**config.mk**
```make
export PLATFORM = sky130hd
export DESIGN_NAME = posit_mult_pipe
export DESIGN_NICKNAME = d
export VERILOG_FILES = /design/src/rtl/posit_mult_pipe.sv
export SDC_FILE = /design/constraint.sdc
export NUM_CORES = 1
export LEC_CHECK = 0
export ABC_AREA = 1
export CORE_MARGIN = 10
export CORE_UTILIZATION = 54
export CTS_BUF_LIST = sky130_fd_sc_hd__clkbuf_4 sky130_fd_sc_hd__clkbuf_8 sky130_fd_sc_hd__clkbuf_16
export DETAILED_ROUTE_END_ITERATION = 12
export PLACE_DENSITY = 0.8
export SLEW_MARGIN = 10
export SYNTH_ARGS = -nofsm -noshare
export SYNTH_HDL_FRONTEND = slang
export SYNTH_SLANG_ARGS = --single-unit
```
**constraint.sdc**
```tcl
create_clock -name clk -period 4.2 [get_ports clk]
set_input_delay 1.26 -clock clk [delete_from_list [all_inputs] [get_ports clk]]
set_output_delay 1.26 -clock clk [all_outputs]
set_load 0.02 [all_outputs]
```
**src/rtl/posit_mult_pipe.sv**
```systemverilog
// posit_mult_pipe
// Three-stage multiplier for decoded posit operands. Each operand arrives
// as {flags, sign, biased exponent, fraction below an implicit hidden 1}.
// The result carries the exact (unrounded) mantissa product and the plain
// sum of the exponents, so the bias is doubled in the output.
//
// Parameters
//   FRAC_W : fraction width of each operand (hidden bit not stored)
//   EXP_W  : biased exponent width of each operand
// Ports
//   clk, rst             : clock, asynchronous active-high reset
//   in_valid / in_ready  : operand-pair handshake (in_ready == global advance)
//   l_*/r_*              : left/right operand {inf,zero} flags, sign, exp, frac
//   out_valid / out_ready: result handshake
//   out_flags            : {inf,zero} of the result, 2'b11 = NaN
//   out_sign, out_exp    : result sign, exponent (EXP_W+1 bits, doubled bias)
//   out_frac             : exact result fraction below the hidden bit
//   nan_seen             : sticky, set when a NaN result is transferred out
//   op_count             : wrapping count of output transfers
module posit_mult_pipe #(
  parameter int FRAC_W = 5,
  parameter int EXP_W  = 4
) (
  input  logic                clk,
  input  logic                rst,
  input  logic                in_valid,
  output logic                in_ready,
  input  logic [1:0]          l_flags,
  input  logic [1:0]          r_flags,
  input  logic                l_sign,
  input  logic                r_sign,
  input  logic [EXP_W-1:0]    l_exp,
  input  logic [EXP_W-1:0]    r_exp,
  input  logic [FRAC_W-1:0]   l_frac,
  input  logic [FRAC_W-1:0]   r_frac,
  output logic                out_valid,
  input  logic                out_ready,
  output logic [1:0]          out_flags,
  output logic                out_sign,
  output logic [EXP_W:0]      out_exp,
  output logic [2*FRAC_W:0]   out_frac,
  output logic                nan_seen,
  output logic [15:0]         op_count
);

  localparam int PW = 2*FRAC_W + 2;
  localparam int XW = EXP_W + 1;

  // A product of two values in [1,2) lies in [1,4); the top bit says which
  // half, and the fraction is left-aligned so the hidden bit is dropped.
  function automatic logic [PW-2:0] norm_frac(input logic [PW-1:0] p);
    if (p[PW-1]) return p[PW-2:0];
    else         return {p[PW-3:0], 1'b0};
  endfunction

  function automatic logic [XW-1:0] norm_exp(input logic [XW-1:0] e,
                                             input logic [PW-1:0] p);
    return e + XW'(p[PW-1]);
  endfunction

  logic adv, out_xfer;

  logic              vld_p0_d, vld_p0_q;
  logic [1:0]        l_flags_p0_d, l_flags_p0_q, r_flags_p0_d, r_flags_p0_q;
  logic              l_sign_p0_d, l_sign_p0_q, r_sign_p0_d, r_sign_p0_q;
  logic [EXP_W-1:0]  l_exp_p0_d, l_exp_p0_q, r_exp_p0_d, r_exp_p0_q;
  logic [FRAC_W-1:0] l_frac_p0_d, l_frac_p0_q, r_frac_p0_d, r_frac_p0_q;

  logic              vld_p1_d, vld_p1_q;
  logic [1:0]        flags_p1_d, flags_p1_q;
  logic              sign_p1_d, sign_p1_q;
  logic [XW-1:0]     exp_p1_d, exp_p1_q;
  logic [PW-1:0]     prod_p1_d, prod_p1_q;

  logic              vld_p2_d, vld_p2_q;
  logic [1:0]        flags_p2_d, flags_p2_q;
  logic              sign_p2_d, sign_p2_q;
  logic [XW-1:0]     exp_p2_d, exp_p2_q;
  logic [PW-2:0]     frac_p2_d, frac_p2_q;

  logic              nan_seen_d, nan_seen_q;
  logic [15:0]       op_count_d, op_count_q;

  always_comb begin
    // The whole pipe moves as one; a stalled full output freezes every stage.
    adv      = out_ready | ~vld_p2_q;
    out_xfer = vld_p2_q & out_ready;

    vld_p0_d     = vld_p0_q;
    l_flags_p0_d = l_flags_p0_q;
    r_flags_p0_d = r_flags_p0_q;
    l_sign_p0_d  = l_sign_p0_q;
    r_sign_p0_d  = r_sign_p0_q;
    l_exp_p0_d   = l_exp_p0_q;
    r_exp_p0_d   = r_exp_p0_q;
    l_frac_p0_d  = l_frac_p0_q;
    r_frac_p0_d  = r_frac_p0_q;
    vld_p1_d     = vld_p1_q;
    flags_p1_d   = flags_p1_q;
    sign_p1_d    = sign_p1_q;
    exp_p1_d     = exp_p1_q;
    prod_p1_d    = prod_p1_q;
    vld_p2_d     = vld_p2_q;
    flags_p2_d   = flags_p2_q;
    sign_p2_d    = sign_p2_q;
    exp_p2_d     = exp_p2_q;
    frac_p2_d    = frac_p2_q;

    if (adv) begin
      // stage p0: operand capture
      vld_p0_d     = in_valid;
      l_flags_p0_d = l_flags;
      r_flags_p0_d = r_flags;
      l_sign_p0_d  = l_sign;
      r_sign_p0_d  = r_sign;
      l_exp_p0_d   = l_exp;
      r_exp_p0_d   = r_exp;
      l_frac_p0_d  = l_frac;
      r_frac_p0_d  = r_frac;

      // stage p1: mantissa product and exponent sum
      vld_p1_d   = vld_p0_q;
      flags_p1_d = l_flags_p0_q | r_flags_p0_q;
      sign_p1_d  = l_sign_p0_q ^ r_sign_p0_q;
      exp_p1_d   = XW'(l_exp_p0_q) + XW'(r_exp_p0_q);
      prod_p1_d  = PW'({1'b1, l_frac_p0_q}) * PW'({1'b1, r_frac_p0_q});

      // stage p2: normalise, zero the payload of special values
      vld_p2_d   = vld_p1_q;
      flags_p2_d = flags_p1_q;
      if (|flags_p1_q) begin
        sign_p2_d = 1'b0;
        exp_p2_d  = '0;
        frac_p2_d = '0;
      end else begin
        sign_p2_d = sign_p1_q;
        exp_p2_d  = norm_exp(exp_p1_q, prod_p1_q);
        frac_p2_d = norm_frac(prod_p1_q);
      end
    end

    nan_seen_d = nan_seen_q | (out_xfer && (flags_p2_q == 2'b11));
    op_count_d = op_count_q + {15'd0, out_xfer};
  end

  always_ff @(posedge clk or posedge rst) begin
    if (rst) begin
      vld_p0_q   <= 1'b0;
      vld_p1_q   <= 1'b0;
      vld_p2_q   <= 1'b0;
      flags_p2_q <= '0;
      sign_p2_q  <= 1'b0;
      exp_p2_q   <= '0;
      frac_p2_q  <= '0;
      nan_seen_q <= 1'b0;
      op_count_q <= '0;
    end else begin
      vld_p0_q   <= vld_p0_d;
      vld_p1_q   <= vld_p1_d;
      vld_p2_q   <= vld_p2_d;
      flags_p2_q <= flags_p2_d;
      sign_p2_q  <= sign_p2_d;
      exp_p2_q   <= exp_p2_d;
      frac_p2_q  <= frac_p2_d;
      nan_seen_q <= nan_seen_d;
      op_count_q <= op_count_d;
    end
  end

  always_ff @(posedge clk) begin
    l_flags_p0_q <= l_flags_p0_d;
    r_flags_p0_q <= r_flags_p0_d;
    l_sign_p0_q  <= l_sign_p0_d;
    r_sign_p0_q  <= r_sign_p0_d;
    l_exp_p0_q   <= l_exp_p0_d;
    r_exp_p0_q   <= r_exp_p0_d;
    l_frac_p0_q  <= l_frac_p0_d;
    r_frac_p0_q  <= r_frac_p0_d;
    flags_p1_q   <= flags_p1_d;
    sign_p1_q    <= sign_p1_d;
    exp_p1_q     <= exp_p1_d;
    prod_p1_q    <= prod_p1_d;
  end

  assign in_ready  = adv;
  assign out_valid = vld_p2_q;
  assign out_flags = flags_p2_q;
  assign out_sign  = sign_p2_q;
  assign out_exp   = exp_p2_q;
  assign out_frac  = frac_p2_q;
  assign nan_seen  = nan_seen_q;
  assign op_count  = op_count_q;

endmodule
```
==> Word-level counts from Yosys, hierarchy flattened <==
Index checks and enable logic that the tools add are counted.
{ "totals": {"reg_bits": 83, "out_inout_bits": 38, "wordCells": 38} }
{ "classes": {"addsub": 3, "n_mul": 1, "n_eq_ne": 1, "mux": 4, "n_bitwise": 6, "reduce_logical": 2} }
{ "ops": {"columns": ["operator", "count"], "rows": [
  ["11-bit 2-to-1 mux", 2],
  ["16-bit by 1-bit adder with 16-bit output", 1],
  ["6-bit by 6-bit multiplier with 12-bit output", 1],
  ["4-bit by 4-bit adder with 5-bit output", 1],
  ["5-bit by 1-bit adder with 5-bit output", 1],
  ["5-bit 2-to-1 mux", 1],
  ["2-bit equality test (second input constant)", 1],
  ["1-bit OR", 2],
  ["2-bit OR", 1],
  ["2-bit OR reduction", 1],
  ["1-bit AND", 1],
  ["1-bit logical AND", 1],
  ["1-bit 2-to-1 mux", 1],
  ["1-bit inverter", 1],
  ["1-bit XOR", 1]
]} }

==> Depth between registers and ports, before layout <==
{ "logic_depth": {"word_depth": 3, "mapped_depth": 14, "ltp_nobuf": 14} }

==> Worst setup path before layout <==
OpenSTA, ideal clock, no wires.
{ "synth_timing": {"path_type": "register -> register", "startpoint": "register l_frac_p0_q[2]", "endpoint": "register prod_p1_q[11] (data pin)", "setup_ps": 252, "t_arrival_ps": 3056, "slack_ps": 892, "stages_incl_launch_ff": 14, "n_path_buf": 0, "synth_period_minus_slack_ps": 3308, "cell_sequence": "edfxtp_1 > nand2_1 > fa_1 > inv_1 > fa_1 > inv_1 > fa_1 > inv_1 > ha_1 > or2_2 > nand3_1 > nand2_1 > nand2_1 > nand2_1"} }
{ "synth_via": {"elab_chain_cells": 1} }
{ "synth_lines": {"columns": ["element", "line_no", "source"], "rows": [
  ["from (decl)", "67", "logic [FRAC_W-1:0] l_frac_p0_d, l_frac_p0_q, r_frac_p0_d, r_frac_p0_q;"],
  ["from (signal assigned)", "177", "l_frac_p0_q <= l_frac_p0_d;"],
  ["6-bit by 6-bit multiplier with 12-bit output", "126", "prod_p1_d = PW'({1'b1, l_frac_p0_q}) * PW'({1'b1, r_frac_p0_q});"],
  ["to (signal assigned)", "182", "prod_p1_q <= prod_p1_d;"],
  ["to (decl)", "73", "logic [PW-1:0] prod_p1_d, prod_p1_q;"]
]} }
Every way passes these cells.
A chain may end at the register's enable or synchronous reset.

==> Final worst setup path <==
{ "layout_timing": {"startpoint": "input out_ready", "endpoint": "output in_ready"} }
{ "layout_via": {"elab_chain_cells": 1} }
{ "layout_lines": {"columns": ["element", "line_no", "source"], "rows": [
  ["from (decl)", "37", "input logic out_ready,"],
  ["1-bit OR", "86", "adv = out_ready | ~vld_p2_q;"],
  ["to (decl)", "27", "output logic in_ready,"]
]} }
Every way passes these cells.

==> summary.md <==
| Metric | Value |
|---|---|
| Clock Sinks | `83` |
| Status | `finished, final reports clean` |
| RSZ-0062 raised after global routing | `no` |
| Final Core Density | `0.683` |
| H-tree levels | `3` |
| Crit path time final | `3.81 ns` |
| CTS tree | `yes` |
| Most common cell after layout, fill and taps aside | `nand2_1` |
| WHS | `0.485 ns` |
| Area leader, netlist | `edfxtp_1` |
| Ys Warns | `0` |
| PostCTS Resize Cnt | `0` |
| HP Class | `reg2reg` |
| Slew margin rel. | `0.424` |
| DRT iter0 DRCs | `82` |
| VDD IR-drop max | `297 uV` |
| Leak Pwr | `2.56 nW` |
| CP Capture Type | `output port` |
| FP Rows | `32` |
| Setup Fix Bufs, Post-CTS | `0` |
| Port bufs | `65` |
| WP data required | `2.94 ns` |
| GR Overflow Total | `0` |
| Mapped Area | `0.00436 mm^2` |
| Largest net degree at the start of global routing | `50` |
| Clock skew | `0.0155 ns` |
| Setup tns final | `0 ns` |
| Crit-path max FO | `2` |
| Layout cells sized above 1 | `0.0744` |
| Mapped Nets | `489` |
| I/O pin total | `66` |
| Clock Pin Slew Worst Setup and Hold Paths | `0.09 ns` |
| Top sig layer | `met4` |
| Routed len/inst | `13.3 um` |
| Met2 WL post-DR | `3980 um` |
| Worst setup path class | `in2out` |
| Dpl ws | `0.398 ns` |
| Drt drc | `0` |
| CP max-delay cell | `clkdlybuf4s50_1` |
| Data arrival, critical path | `2.55 ns` |
| Area fraction of the dominant cell type after synthesis | `0.303` |
| P&R area growth vs syn | `22.2%` |
| Synth top area cells | `edfxtp_1, dfrtp_1, nand2_1` |
| PwrDens | `600 mW/mm^2` |
| DR WL met3 | `539 um` |
| GRT Overall Usage | `0.142` |
| Total Power | `3.20 mW` |
| #FFs+latches synth | `83` |
| Core area | `0.00781 mm^2` |
| CTS buffer count | `9` |
| Final #Nets | `565` |
| Final Wtd Congestion | `0.819` |
| CP dominant cell by count | `clkdlybuf4s50_1` |
| Unique cell type count in the Yosys netlist | `28` |
| Setup slack after layout | `0.389 ns` |
| Fillers | `630` |
| Crit path largest cell delay | `0.61 ns` |
| Wl on met1 | `3280 um` |
| Skew-Pair Late Insertion Delay | `0.36 ns` |
| Root buf cell | `clkbuf_8` |
| Commonest cells after routing, fill and taps aside | `nand2_1, inv_1, clkdlybuf4s50_1, edfxtp_1, dfrtp_1` |
| Avg Inst Size Synth | `10.5 um^2` |
| CP delay by family, top | `buffers and inverters` |
| Final slew viol count | `0` |
| Clock buffer depth | `2` |
| Routed Antenna Nets | `0` |
| CP Buf/Inv Count | `3` |
| Vias in the first global route | `3008` |
| WL final | `7940 um` |
| Initial antenna violation count | `0` |
| Vias per Instance | `4.91` |
| # Max-Cap Violations | `0` |
| CP startpoint kind | `input port` |
| Worst Tran Pin Value | `0.863 ns` |
| Crit share post-route | `0.907` |
| DIE AREA | `0.0121 mm^2` |
| Synth Instances | `416` |
| Final hold violations | `0` |
| Max frequency | `262 MHz` |
| Hold buffer count at cts | `0` |
| Antenna diodes | `0` |
| Initial core utilization | `0.559` |
| Detailed-route via count | `2940` |
| Post-synthesis sequential area ratio | `0.527` |
| Placed wire-length estimate | `6240 um` |
| First-pass GRT wire length | `13600 um` |
| Crit-path cells | `clkdlybuf4s50_1, nor2_4, inv_2, clkdlybuf4s50_1` |
| Die width | `110 um` |
| Die Ht | `110 um` |
| TritonRoute pass-1 iters | `4` |
| Final setup fails | `0` |
[logic make-up (layout without fill, tap and decap cells)]
| family | Yosys count | in the layout | share of synthesized area |
|---|---|---|---|
| and+or+nand+nor | 162 | 162 | 0.160 |
| DFF | 83 | 83 | 0.527 |
| buffers and inverters | 76 | 157 | 0.0686 |
| adders and majority gates | 45 | 45 | 0.160 |
| AOI/OAI and AO/OA | 24 | 24 | 0.0298 |
| xor gates and xnor gates | 16 | 16 | 0.0321 |
| muxes | 10 | 10 | 0.0229 |
[worst paths after layout]
| path | slack, ns | cells after the start | start | endpoint |
|---|---|---|---|---|
| max | 0.39 | 4 | out_ready | in_ready |
| min | 0.48 | 1 | vld_p1_q | out_valid |
| max reg2reg | 0.76 | 13 | l_frac_p0_q[1] | prod_p1_q[11] |
| min reg2reg | 0.48 | 1 | vld_p1_q | out_valid |
| max in group asynchronous | 2.15 | 3 | rst | out_exp[0] |
| min in group asynchronous | 1.38 | 2 | rst | op_count[11] |
[metrics by stage]
step	instance area [um^2]	cells
final	5330	599
after global routing	5330	599
after CTS	5330	599
after detailed placement	5140	583
after global placement	5140	583
after floorplan	4360	416
[sequential cells by signal (all words and copies together), names as in the netlist, 5 cells and up]
| signal | flops |
|---|---|
| out_exp | 5 |
| exp_p1_q | 5 |
| r_frac_p0_q | 5 |
| out_frac | 11 |
| op_count | 16 |
| l_frac_p0_q | 5 |
| prod_p1_q | 12 |
[power by group]
group	internal [mW]	leakage (nW)	switching [mW]
logic	0.591	1.50	0.767
clock network	0.257	0.0969	0.293
registers	1.14	0.959	0.157
total	1.98	2.56	1.22
[synthesized netlist by cell type]
| cell | instances |
|---|---|
| a21oi_1 | 4 |
| a31o_2 | 1 |
| buf_2 | 2 |
| buf_4 | 1 |
| buf_6 | 1 |
| dfrtp_1 | 39 |
| edfxtp_1 | 44 |
| fa_1 | 18 |
| ha_1 | 27 |
| inv_1 | 70 |
| inv_2 | 2 |
| mux2i_1 | 10 |
| nand2_1 | 116 |
| nand2_2 | 2 |
| nand2_4 | 1 |
| nand3_1 | 15 |
| nand3b_1 | 2 |
| nand4_1 | 4 |
| nor2_1 | 12 |
| nor2_2 | 3 |
| nor2_4 | 3 |
| o21ai_0 | 6 |
| o21ai_1 | 11 |
| o21ai_2 | 1 |
| o21bai_1 | 1 |
| or2_2 | 4 |
| xnor2_1 | 7 |
| xor2_1 | 9 |
[layer usage]
| layer | global-route usage | vias to the layer above |
|---|---|---|
| met5 | 0 | - |
| met4 | 0.0530 | 0 |
| met3 | 0.0357 | 14 |
| met2 | 0.244 | 66 |
| met1 | 0.167 | 1392 |
| li1 | - | 1468 |
[layout make-up]
type	count	area (um^2)	share of cell area
Inverter	72	270	0.0507
Clock inverter	4	31.3	0.00587
Timing Repair Buffer	69	681	0.128
Tap cell	102	128	0.0239
Sequential cell	83	2300	0.431
Multi-Input combinational cell	257	1770	0.331
Clock buffer	12	159	0.0298
Power figures use the tool's default switching activity.
